<file path="src/rtl/instr_mem_loader.sv">
// instr_mem_loader: byte-serial program loader into a DEPTH-word instruction memory with a registered read port
// Ports: clk/reset (sync, active-high); start/word_count begin a load; byte_in/byte_valid/byte_ready host byte stream;
// rd_addr/rd_data fetch read (1-cycle latency, 0 out of range); loading/load_done/words_loaded/err status.
module instr_mem_loader #(
  parameter int DEPTH = 11,
  parameter int AW = 4
) (
  input  logic          clk,
  input  logic          reset,
  input  logic          start,
  input  logic [AW-1:0] word_count,
  input  logic [7:0]    byte_in,
  input  logic          byte_valid,
  output logic          byte_ready,
  input  logic [31:0]   rd_addr,
  output logic [31:0]   rd_data,
  output logic          loading,
  output logic          load_done,
  output logic [AW-1:0] words_loaded,
  output logic          err
);
  typedef enum logic [1:0] {IDLE, LOAD, DONE} state_t;
  localparam logic [AW-1:0] DMAX = AW'(DEPTH);
  state_t state, next;
  logic [31:0] mem [DEPTH];
  logic [AW-1:0] count, wl_next;
  logic [1:0] byte_idx;
  logic [23:0] partial;
  logic ok, accept, take, last;
  assign ok = word_count != '0 && word_count <= DMAX;
  assign accept = start && state != LOAD;
  assign take = state == LOAD && byte_valid;
  assign last = take && byte_idx == 2'd3;
  assign wl_next = words_loaded + 1'b1;
  assign byte_ready = state == LOAD;
  assign loading = state == LOAD;
  assign load_done = state == DONE;
  always_comb begin
    next = state;
    if (state != LOAD) next = (start && ok) ? LOAD : state;
    else next = (last && wl_next == count) ? DONE : LOAD;
  end
  always_ff @(posedge clk)
    if (reset) state <= IDLE;
    else state <= next;
  always_ff @(posedge clk) begin
    if (reset) begin
      for (int i = 0; i < DEPTH; i++) mem[i] <= '0;
      rd_data <= '0;
      count <= '0;
      words_loaded <= '0;
      byte_idx <= '0;
      partial <= '0;
      err <= 1'b0;
    end else begin
      rd_data <= (rd_addr < 32'(DEPTH)) ? mem[rd_addr[AW-1:0]] : '0;
      if (accept && ok) begin
        count <= word_count;
        words_loaded <= '0;
        byte_idx <= '0;
        err <= 1'b0;
      end else if (accept) begin
        err <= 1'b1;
      end
      if (take) begin
        byte_idx <= byte_idx + 1'b1;
        partial <= {partial[15:0], byte_in};
        if (last) begin
          mem[words_loaded] <= {partial, byte_in};
          words_loaded <= wl_next;
        end
      end
    end
  end
endmodule

</file>
<file path="config.mk">
export PLATFORM = sky130hd
export DESIGN_NAME = instr_mem_loader
export DESIGN_NICKNAME = d
export VERILOG_FILES = /design/src/rtl/instr_mem_loader.sv
export SDC_FILE = /design/constraint.sdc
export NUM_CORES = 1
export LEC_CHECK = 0
export CORE_MARGIN = 2
export CORE_UTILIZATION = 60
export CTS_CLUSTER_DIAMETER = 50
export DETAILED_ROUTE_END_ITERATION = 8
export GPL_TIMING_DRIVEN = 1
export PLACE_DENSITY = 0.8
export SYNTH_ARGS = -nofsm -noshare
export SYNTH_HDL_FRONTEND = slang
export SYNTH_SLANG_ARGS = --single-unit
</file>
<file path="constraint.sdc">
create_clock -name clk -period 8.4 [get_ports clk]
set_clock_uncertainty 0.15 [all_clocks]
set_input_delay 0.84 -clock clk [delete_from_list [all_inputs] [get_ports clk]]
set_output_delay 0.84 -clock clk [all_outputs]
set_load 0.05 [all_outputs]
</file>
==> flow_summary.ini <==
[run_status]
status = finished clean

[yosys]
yosysTopAreaCell = edfxtp_1
synth.yosys.seq_area_share_pct = 69.4
synth_top_area_share_pct = 60.9
netlist_instances = 1660
synth_edf_count = 480
synthesis.area_mm2 = 0.0237
syn_avg_cell_area_um2 = 14.3
syn_nets = 1710
ys.flop_type = edfxtp_1
yosys_warnings = 0
ys_ff_latch = 581
synth_area_leaders = edfxtp_1, dfxtp_1, mux4_2
ys_types = 50
async_reset_ff_share_pct = 0

[clock_network]
ctsLongestPathBuffers = 3
clockRootBuffer = clkbuf_16
cts.clk_slew.worst_paths_ns = 0.06
cts_tree = yes
cts_hold_buf = 0
clkLatencyLatePin_ns = 0.60
cts_buffers = 56
clock-sinks = 581
cts_setup_buffers = 0
h-tree-depth = 2
cts_resized = 0

[die]
initial_core_util_pct = 61.0
num_io_pins = 88
die-height_um = 203
core_area_mm2 = 0.0388
rows = 72
die_area_mm2 = 0.0411
die_w_um = 203

[setup_path]
path_class = input port to flip-flop
cp_max_fo = 36
worstPathArrival_ns = 4.14
end_kind = flip-flop
crit_required_ns = 8.51
critPathLaunchType = input port

[timing]
final.setup.tns_ns = 0
fmax_mhz = 248
hold_viol = 0
slew_violations = 0
finalCritPeriodShare_pct = 47.9
setup_viol = 0
min_period_ns = 4.02
rsz0062_at_grt = false
worst_slew_pin_slew_ns = 1.13
slew_headroom_pct = 24.5

[routing]
ant_nets = 0
num_vias = 14626
dr.pass1.iters = 5
drc = 0
wl_mm = 59.2
post_drt_wl_per_cell_um = 25.9
drt-initial-drc-count = 1498
vias_per_cell = 6.39

[finish]
layout_common_cells = edfxtp_1, nor2_1, mux2i_1
final_util_pct = 69.0
n_antenna_cell = 0
drive_gt1_share_pct = 11.8
final_nets = 1774
area_growth_pct = 13.2
design_area_mm2 = 0.0268
final_common_cell = edfxtp_1

[grt]
grt_max_degree = 109
grt_pass1_vias = 14944
grt_util_all_layers_pct = 29.2
antenna_found_initial = 0
grt_first_pass_wirelength_mm = 89.1
grt_overflow_total = 0

[placement]
place_area_mm2 = 0.0250
dpl.hpwl_mm = 33.2
portBuffers = 87
routabilityCongestion = 0.805

[power_and_ir_drop]
p_per_area_mw_per_mm2 = 224
ir_drop_v = 0.000161
power.leakage_nw = 9.32

[job]
maxCapViolCount = 0

[min_path]
hp-class = flip-flop to flip-flop
## where the power goes
part           switching, mW  leakage [nW]  internal [mW]
combinational          0.176          3.00          0.116
sequential            0.0260          5.43           3.17
clock                   1.04         0.891           1.46
total                   1.25          9.32           4.74
## worst paths after layout
kind	from	endpoint	slack, ns	depth (start not counted)
worst max-delay path	byte_valid	mem[6][21]	4.38	7
worst min-delay path	mem[10][29]	mem[10][29]	0.31	1
worst max register to register	byte_idx[0]	mem[6][21]	4.45	7
worst min register to register	mem[10][29]	mem[10][29]	0.31	1
## routing by layer
metal | vias up | global-route usage [%] | part of all wire [%] | wire [um]
li1 | 6266 | - | - | -
met1 | 7307 | 39.7 | 37 | 22000
met2 | 895 | 47.9 | 49 | 29000
met3 | 158 | 4.11 | 9.8 | 5810
met4 | 0 | 12.4 | 3.9 | 2340
met5 | - | 0 | 0 | 0
## sequential cells by signal, summed over array words and instances (netlist names)
register / count
rd_data: 32
state: 2
words_loaded: 4
err: 1
mem: 512
count: 4
partial: 24
byte_idx: 2
## through the flow
| step | cells | total power [mW] | setup WS, ns | hold WS (ns) |
|---|---|---|---|---|
| after detailed placement | 2184 | 3.55 | 3.84 | 0.296 |
| final | 2288 | 5.99 | 4.38 | 0.310 |
| after CTS | 2288 | 6.00 | 4.42 | 0.310 |
| after floorplan | 1660 | 3.44 | 3.17 | 0.281 |
| after global routing | 2288 | 6.13 | 4.26 | 0.331 |
| after global placement | 2184 | 3.54 | 3.98 | 0.288 |
## logic make-up after synthesis
logic type,after synthesis,share of synthesized area (%)
buffers and inverters,151,2.87
AO/OA/AOI/OAI,183,5.34
flip-flops,581,69.4
multiplexers,208,12.3
AND/OR/NAND/NOR,529,9.74
adder cells (fa/ha/maj),2,0.106
XOR/XNOR,6,0.222
## critical path, cell delays in order
cell and delay, ns:
clkdlybuf4s50_1 0.54, nand4b_4 0.32, nor2_4 0.87, nand4_1 0.18, buf_4 0.32, nand2_1 0.61
buf_4 0.42
## synth_stat cells (all sizes together), types with 2 or more instances
cell type and instances:
o22a 16, ha 2, xnor2 4, or4 3
dfxtp 101, nand3b 3, a31oi 2, a21oi 62
nand4 2, mux4 66, buf 59, xor2 2
nor3 4, o21a 2, o21ai 32, mux2i 142
and3 3, nand2b 3, nor4b 3, edfxtp 480
and2 35, a2111oi 2, a221oi 31, nor2 286
nor2b 3, inv 37, nand3 40, nor4 7
a2bb2oi 31, clkbuf 55, nand2 132
## cell type report
| class | count | area [um2] |
|---|---|---|
| Clock buffer | 91 | 1680 |
| Clock inverter | 13 | 150 |
| Fill cell | 2477 | 12000 |
| Inverter | 37 | 139 |
| Multi-Input combinational cell | 928 | 6620 |
| Sequential cell | 581 | 16400 |
| Tap cell | 518 | 648 |
| Timing Repair Buffer | 120 | 1120 |
Power figures use the tool's default switching activity.
==> RTL change: new RTL, same settings <==
Set the parameter `DEPTH` to 10 (it was 11).
--- a/src/rtl/instr_mem_loader.sv
+++ b/src/rtl/instr_mem_loader.sv
@@ -3,5 +3,5 @@
 // rd_addr/rd_data fetch read (1-cycle latency, 0 out of range); loading/load_done/words_loaded/err status.
 module instr_mem_loader #(
-  parameter int DEPTH = 11,
+  parameter int DEPTH = 10,
   parameter int AW = 4
 ) (
Function: changed (a bounded check fails within 4 cycles, from zero or initial values and one cycle with reset high).
==> RTL change against the original RTL <==
Design area shrank 2.1%. Routed wire length shrank 9.8%. Total power is 1.2% lower. Non-clock buffer count fell by 7. Hold slack improved by 0.0082 ns. Synthesized cell count fell by 14%. Fmax shrank 4.1%. Synthesized area down 2.3%. Setup slack got worse by 0.17 ns. Sequential cell count unchanged. Critical path type unchanged.
==> RTL change: results (changes against the original RTL) <==
| Metric | Value |
|---|---|
| First-pass GRT wire length | 80.8 mm (-9.3%) |
| Worst IR drop on VDD | 0.229 mV (+42%) |
| Pleak | 8.27 nW (-11%) |
| Final HPWL DP | 29.4 mm (-11%) |
| EDFF count, synth | 512 (+6.7%) |
| # port buffers | 87 (unchanged) |
| Outcome | complete, no violations |
| Yosys cell types | 44 (-12%) |
| Crit Path Max Fanout | 35 (-2.8%) |
| Top cells by instance count after synthesis | edfxtp_1, nor2_1, mux4_2, nand2_1, dfxtp_1 |
| Share of cells above drive strength 1 | 0.165 (+0.0478) |
| Worst slew pin tran | 1.13 ns (+0.0000999 ns) |
| Dpl ws | 3.66 ns (-0.184 ns) |
| Non-filler cells, final | 2061 (-9.9%) |
| Seq/Total Area, Yosys | 0.724 (+0.0300) |
| Fin nets | 1555 (-12%) |
| Post-Place Cell Area | 24500 um2 (-2.0%) |
| Drt wl/cell | 25.9 um (about the same) |
| Iteration-0 DRC Markers | 1464 (-2.3%) |
| Critical Path AT | 4.26 ns (+0.12 ns) |
| Synth Net Count | 1477 (-14%) |
| Tot GR Track Use | 0.271 (-0.0210) |
| TritonCTS Buffers | 56 (unchanged) |
| Routed vias | 13100 (-10%) |
| Placer Congestion | 0.803 (-0.34%) |
| Top cells by area, synth | edfxtp_1, mux4_2, dfxtp_1, nor2_1, a22oi_1 |
| Final setup fails | 0 (unchanged) |
-- RTL change: changes by cell type after synthesis, sizes merged, moves of 16 or more --
cell     change
a221oi      -31
a22oi       +61
a2bb2oi     -31
dfxtp       -32
edfxtp      +32
mux2i      -137
mux4        +62
nand2       -41
nand3       -36
nor2        -19
o21ai       -30
o22a        -16
-- RTL change: kinds of logic (layout without fill, tap and decap cells) --
| family | Yosys count | after routing | share of synthesized area |
|---|---|---|---|
| other cells | 0 | 1 | 0 |
| mux | 133 | 133 | 0.127 |
| buf+inv | 126 | 248 | 0.0241 |
| xor+xnor | 6 | 6 | 0.00227 |
| fa+ha+maj | 2 | 2 | 0.00108 |
| flops | 581 | 581 | 0.724 |
| simple gates | 442 | 442 | 0.0833 |
| compound gates | 137 | 137 | 0.0381 |
-- RTL change: worst max-delay path, stage by stage --
cell and delay [ns]:
clkdlybuf4s50_1 0.53, nand4b_1 0.59, nor2_4 0.92, nand3_1 0.18
buf_4 0.34, nand2b_2 0.82
-- RTL change: final timing paths --
| kind | slack [ns] | end | cells after the start | start |
|---|---|---|---|---|
| worst max register to register | 4.45 | mem[8][24] | 6 | byte_idx[0] |
| worst min-delay path | 0.32 | partial[23] | 2 | partial[23] |
| worst min register to register | 0.32 | partial[23] | 2 | partial[23] |
| worst max-delay path | 4.20 | mem[8][24] | 6 | byte_valid |
-- RTL change: power breakdown --
part | switching (mW) | internal (mW)
Clock | 1.04 | 1.40
Sequential | 0.0260 | 3.19
Combinational | 0.149 | 0.116
-- RTL change: layer usage --
| metal | track usage | part of all wire | vias to the layer above | wire [um] |
|---|---|---|---|---|
| met5 | 0 | 0 | - | 0 |
| met4 | 0.104 | 0.035 | 0 | 1860 |
| met3 | 0.0573 | 0.094 | 145 | 5010 |
| met2 | 0.445 | 0.50 | 700 | 26600 |
| met1 | 0.361 | 0.37 | 6702 | 19900 |
| li1 | - | - | 5551 | - |
-- RTL change: layout make-up --
| class | instances | area (um2) |
|---|---|---|
| sequential | 581 | 16800 |
| clock inverter | 26 | 219 |
| timing repair buffer | 113 | 1060 |
| antenna | 1 | 2.50 |
| multi-input combinational | 720 | 5890 |
| fill | 2443 | 11600 |
| inverter | 33 | 124 |
| tap | 511 | 639 |
| clock buffer | 76 | 1540 |
